==> src/rtl/ahb_ssram_bridge_ws.sv <==
`default_nettype none
// +--------------------------------------------------------------------------+
// | ahb_ssram_bridge_ws: AHB-Lite slave to 1-cycle SSRAM, posted write buffer |
// | Revision: 1.0                                                            |
// +--------------------------------------------------------------------------+
module ahb_ssram_bridge_ws #(
  parameter int AW          = 12,
  parameter int DW          = 32,
  parameter int WAIT_STATES = 0
) (
  input  logic                          HCLK,
  input  logic                          HRESET,
  input  logic                          HSEL,
  input  logic [1:0]                    HTRANS,
  input  logic                          HWRITE,
  input  logic [2:0]                    HSIZE,
  input  logic [AW-1:0]                 HADDR,
  input  logic                          HREADY,
  input  logic [DW-1:0]                 HWDATA,
  output logic [DW-1:0]                 HRDATA,
  output logic                          HREADYOUT,
  output logic                          HRESP,
  output logic                          ram_cs,
  output logic                          ram_we,
  output logic [DW/8-1:0]               ram_be,
  output logic [AW-$clog2(DW/8)-1:0]    ram_addr,
  output logic [DW-1:0]                 ram_wdata,
  input  logic [DW-1:0]                 ram_rdata
);

  localparam int NB    = DW / 8;
  localparam int LB    = $clog2(NB);
  localparam int WAW   = AW - LB;
  localparam int WS_M1 = (WAIT_STATES > 0) ? WAIT_STATES - 1 : 0;

  typedef enum logic [1:0] {
    ST_IDLE    = 2'd0,
    ST_RD_WAIT = 2'd1,
    ST_ERR1    = 2'd2,
    ST_ERR2    = 2'd3
  } state_t;

  state_t           state_q, state_d;
  logic [1:0]       cnt_q, cnt_d;
  logic             wp_valid_q;
  logic [WAW-1:0]   wp_addr_q;
  logic [NB-1:0]    wp_be_q;
  logic             buf_valid_q, buf_valid_d;
  logic [WAW-1:0]   buf_addr_q, buf_addr_d;
  logic [NB-1:0]    buf_be_q, buf_be_d;
  logic [DW-1:0]    buf_data_q, buf_data_d;
  logic             rd_dp_q;
  logic [WAW-1:0]   rd_addr_q;
  logic [DW-1:0]    rdata_q;

  logic             w_accept, w_size_ok, w_rd_acc, w_wr_acc, w_err_acc, w_hit;
  logic [NB-1:0]    w_mask;
  logic [DW-1:0]    w_merged;
  logic             unused_htrans0;

  assign unused_htrans0 = HTRANS[0];

  assign w_accept  = HSEL & HREADY & HTRANS[1];
  assign w_size_ok = (HSIZE <= 3'(LB));
  assign w_rd_acc  = w_accept & ~HWRITE & w_size_ok;
  assign w_wr_acc  = w_accept &  HWRITE & w_size_ok;
  assign w_err_acc = w_accept & ~w_size_ok;

  // A lane belongs to the transfer when it shares the address bits above HSIZE.
  always_comb begin
    for (int b = 0; b < NB; b++) begin
      w_mask[b] = ((LB'(b) ^ HADDR[LB-1:0]) >> HSIZE) == '0;
    end
  end

  assign w_hit = buf_valid_q && (buf_addr_q == rd_addr_q);

  always_comb begin
    for (int b = 0; b < NB; b++) begin
      w_merged[8*b +: 8] = (w_hit && buf_be_q[b]) ? buf_data_q[8*b +: 8]
                                                   : ram_rdata[8*b +: 8];
    end
  end

  assign HRDATA = rd_dp_q ? w_merged : rdata_q;

  always_comb begin
    state_d   = state_q;
    cnt_d     = cnt_q;
    HREADYOUT = 1'b1;
    HRESP     = 1'b0;
    case (state_q)
      ST_IDLE, ST_ERR2: begin
        HRESP = (state_q == ST_ERR2);
        if (w_err_acc) begin
          state_d = ST_ERR1;
        end else if (w_rd_acc && (WAIT_STATES > 0)) begin
          state_d = ST_RD_WAIT;
          cnt_d   = 2'(WS_M1);
        end else begin
          state_d = ST_IDLE;
        end
      end
      ST_RD_WAIT: begin
        HREADYOUT = 1'b0;
        if (cnt_q == 2'd0) state_d = ST_IDLE;
        else               cnt_d   = cnt_q - 2'd1;
      end
      ST_ERR1: begin
        HREADYOUT = 1'b0;
        HRESP     = 1'b1;
        state_d   = ST_ERR2;
      end
      default: state_d = ST_IDLE;
    endcase
  end

  // Reads own the port in their address phase; the buffered write drains otherwise.
  always_comb begin
    ram_cs      = 1'b0;
    ram_we      = 1'b0;
    ram_be      = '0;
    ram_addr    = buf_addr_q;
    ram_wdata   = buf_data_q;
    buf_valid_d = buf_valid_q;
    buf_addr_d  = buf_addr_q;
    buf_be_d    = buf_be_q;
    buf_data_d  = buf_data_q;
    if (w_rd_acc) begin
      ram_cs   = 1'b1;
      ram_addr = HADDR[AW-1:LB];
    end else if (buf_valid_q) begin
      ram_cs      = 1'b1;
      ram_we      = 1'b1;
      ram_be      = buf_be_q;
      buf_valid_d = 1'b0;
    end
    if (wp_valid_q) begin
      buf_valid_d = 1'b1;
      buf_addr_d  = wp_addr_q;
      buf_be_d    = wp_be_q;
      buf_data_d  = HWDATA;
    end
  end

  always_ff @(posedge HCLK or posedge HRESET) begin
    if (HRESET) begin
      state_q     <= ST_IDLE;
      cnt_q       <= 2'd0;
      wp_valid_q  <= 1'b0;
      wp_addr_q   <= '0;
      wp_be_q     <= '0;
      buf_valid_q <= 1'b0;
      buf_addr_q  <= '0;
      buf_be_q    <= '0;
      buf_data_q  <= '0;
      rd_dp_q     <= 1'b0;
      rd_addr_q   <= '0;
      rdata_q     <= '0;
    end else begin
      state_q     <= state_d;
      cnt_q       <= cnt_d;
      wp_valid_q  <= w_wr_acc;
      if (w_wr_acc) begin
        wp_addr_q <= HADDR[AW-1:LB];
        wp_be_q   <= w_mask;
      end
      buf_valid_q <= buf_valid_d;
      buf_addr_q  <= buf_addr_d;
      buf_be_q    <= buf_be_d;
      buf_data_q  <= buf_data_d;
      rd_dp_q     <= w_rd_acc;
      if (w_rd_acc) rd_addr_q <= HADDR[AW-1:LB];
      if (rd_dp_q)  rdata_q   <= w_merged;
    end
  end

endmodule
`default_nettype wire

==> config.mk <==
export PLATFORM = sky130hd
export DESIGN_NAME = ahb_ssram_bridge_ws
export DESIGN_NICKNAME = d
export VERILOG_FILES = /design/src/rtl/ahb_ssram_bridge_ws.sv
export SDC_FILE = /design/constraint.sdc
export NUM_CORES = 1
export LEC_CHECK = 0
export BUFFER_PORTS_ARGS = -buffer_cell sky130_fd_sc_hd__buf_4
export CORE_MARGIN = 2
export CORE_UTILIZATION = 35
export CTS_CLUSTER_SIZE = 10
export DETAILED_ROUTE_END_ITERATION = 10
export HOLD_SLACK_MARGIN = 0.1
export PLACE_DENSITY = 0.62
export SKIP_CTS_REPAIR_TIMING = 1
export SLEW_MARGIN = 15
export SYNTH_ARGS = -nofsm -noshare
export SYNTH_HDL_FRONTEND = slang
export SYNTH_SLANG_ARGS = --single-unit
==> constraint.sdc <==
create_clock -name HCLK -period 5.2 [get_ports HCLK]
set_input_delay 0.26 -clock HCLK [delete_from_list [all_inputs] [get_ports HCLK]]
set_output_delay 0.26 -clock HCLK [all_outputs]
set_load 0.03 [all_outputs]
==> results.ini <==
[detailed_routing]
wl_per_cell_microns=19.1
drt_iter0_drc=490
drt-total-wl_microns=15000
drt-vias-per-instance=5.57
first_pass_iters=5
vias=4358
postRouteAntennaNets=0
drcViolationCount=0

[timing]
setup_viol=0
tns_ns=0
worst_slack_ns=1.62
post-route-period-util_pct=68.8
worst_pin_slew_ns=1.11
rsz0062_at_grt=no
whs_ns=0.136
timing.fmax_ghz=0.280
finalMaxSlewViolations=0
timing.final.crit_period_ns=3.58
finClkSkew_ns=0.0108
relSlewSlack_pct=25.7
finalHoldViolCount=0

[synthesis]
synth_nets=548
synth-seq-cells=109
synth.avg_cell_area_sq_um=11.5
syn-instance-count=458
synth_warnings=0
ys_types=32
ys_seq_area_share_pct=51.7
syn-cell-area_sq_um=5280

[job]
maxCapViolCount=0

[global_route]
grt_pass1_vias=4263
antenna_found_initial=0
grt_first_pass_wirelength_microns=23200
grt-ovfl-total=0
grt_max_degree=65
track_usage_pct=18.3

[clock_tree]
cts_tree=done
ctsRootBufferMaster=clkbuf_16
clk_pin_slew_worst_paths_ns=0.07
numCtsBuffers=9
h-tree-depth=3
cts.sinks=109
clockBufferDepth=2
clk_latency_ns=0.35

[floorplanning]
dieArea_sq_um=16100
initial_core_util_pct=36.0
io_pins=168
rows=44
chipHeight_microns=127
die_w_microns=127
core-area_sq_um=14600

[setup_path]
reg2reg_from=buf_addr_q[5]$_DFFE_PP0P_
critPathRequiredTime_ns=4.94
cp.arrival_ns=3.32
timing.critical_path.from=buf_addr_q[5]$_DFFE_PP0P_
cp-start-kind=flip-flop
cp_max_fo=50
crit_type=flip-flop to output port
end_kind=output port

[cells_and_area]
fin_nets=685
fin_util_pct=47.3
drive_gt1_share_pct=45.4
antenna_cells=0
area_growth_pct=31.4

[pwr]
peakVddDrop_v=0.000288
powerDensity_nw_per_um2=431
p_leak_nw=3.04

[min_path]
min-delay-start=HWDATA[5]
hp-class=primary input to flip-flop

[placed_design]
gp_congestion=0.809
numPortBuffers=166
pre_cts_ws_ns=2.02
post-dp-hpwl_microns=10500

[run_status]
outcome=finished clean

## cells by family (layout without fill, tap and decap cells)
kind of cell               Yosys count  after routing  synth area share [%]
buffers and inverters               54            195                  4.44
DFF                                109            109                  51.7
AOI/OAI and AO/OA                   79             79                  10.9
adders and majority gates            4              4                 0.949
muxes                               77             77                  16.4
and+or+nand+nor                    125            125                  13.8
xor gates and xnor gates            10             10                  1.80
## where the power goes
group	switching (mW)	internal, mW
clock	0.304	0.432
combinational	0.672	0.396
sequential	0.156	1.03
total	1.13	1.86
## cells in the mapped netlist
| cell | count | area share [%] |
|---|---|---|
| dfrtp_1 | 109 | 52 |
| mux2_2 | 77 | 16 |
| nor2_1 | 35 | 2.5 |
| a31oi_1 | 33 | 3.9 |
| nand4_1 | 32 | 3.8 |
| o41ai_1 | 32 | 5.3 |
| or4_1 | 31 | 4.4 |
| clkbuf_1 | 30 | 2.1 |
| xnor2_1 | 9 | 1.5 |
| buf_2 | 8 | 0.76 |
| inv_1 | 8 | 0.57 |
| nand2b_1 | 6 | 0.71 |
| nand3_1 | 6 | 0.57 |
| and3_1 | 5 | 0.59 |
| o21ai_0 | 5 | 0.47 |
| a21oi_1 | 4 | 0.38 |
| ha_1 | 4 | 0.95 |
| nand2_1 | 4 | 0.28 |
| buf_4 | 3 | 0.43 |
| a21o_1 | 2 | 0.28 |
| buf_1 | 2 | 0.14 |
| clkbuf_2 | 2 | 0.19 |
| or2_2 | 2 | 0.24 |
| a21boi_0 | 1 | 0.14 |
| a21oi_2 | 1 | 0.17 |
| and2_1 | 1 | 0.12 |
| buf_6 | 1 | 0.21 |
| nand3_2 | 1 | 0.19 |
| nand4_2 | 1 | 0.24 |
| nor3b_1 | 1 | 0.14 |
| o41a_1 | 1 | 0.21 |
| xnor2_2 | 1 | 0.31 |
## per-stage QoR
| step | cells | power [mW] | cell area [sq um] |
|---|---|---|---|
| 2_1_floorplan | 458 | 1.86 | 5280 |
| 3_3_place_gp | 767 | 2.25 | 6610 |
| 3_5_place_dp | 767 | 2.28 | 6610 |
| 4_1_cts | 782 | 3.02 | 6920 |
| 5_1_grt | 783 | 3.14 | 6930 |
| 6_report | 783 | 2.99 | 6930 |
## critical path, stage by stage (launching register included)
cell and delay, ns:
dfrtp_1 0.41, xnor2_1 0.20, nand4_2 0.87, buf_4 0.54, o41ai_1 0.45, a31oi_1 0.22
buf_4 0.27
## area by class of cell
class	count	area, sq um
flip-flops and latches	109	2730
multi-input cells	295	2330
well taps	184	230
fillers	1342	7710
clock inverters	4	72.6
inverters	8	32.5
clock buffers	11	243
repair buffers	172	1290
## placed cells by master (no fill, tap or decap), types with 9 or more instances in the layout
| master | n |
|---|---|
| nand4_1 | 32 |
| buf_4 | 171 |
| xnor2_1 | 9 |
| clkbuf_16 | 9 |
| mux2_2 | 77 |
| o41ai_1 | 32 |
| nor2_1 | 35 |
| dfrtp_1 | 107 |
| a31oi_1 | 33 |
| or4_1 | 31 |
## registers in the layout (all words and copies together), names as in the netlist, 2 cells and up
signal and cells:
buf_be_q 4, wp_be_q 4, rd_addr_q 10, buf_addr_q 10
state_q 2, wp_addr_q 10, rdata_q 32, ram_wdata 32
cnt_q 2
## metal layers
layer  track usage [%]  vias up  routed length (microns)
met1              24.1     2141                     6430
met4              5.11        0                      202
met5                 0        -                        0
met3              5.82       14                     1200
met2              29.3      176                     7150
li1                  -     2027                        -
## path summary, 6_finish.rpt
kind                                             endpoint  cells after the start  slack, ns
worst max-delay path                           HRDATA[12]                      6       1.62
worst min-delay path             ram_wdata[5]$_DFFE_PP0P_                      2       0.14
worst max register to register      rdata_q[12]$_DFF_PP0_                      5       2.29
worst min register to register       cnt_q[0]$_DFFE_PP0P_                      1       0.48
max in group asynchronous            wp_valid_q$_DFF_PP0_                      4       3.42
min in group asynchronous       ram_wdata[29]$_DFFE_PP0P_                      3       0.56
No activity file was read; power rests on OpenSTA's default activity.
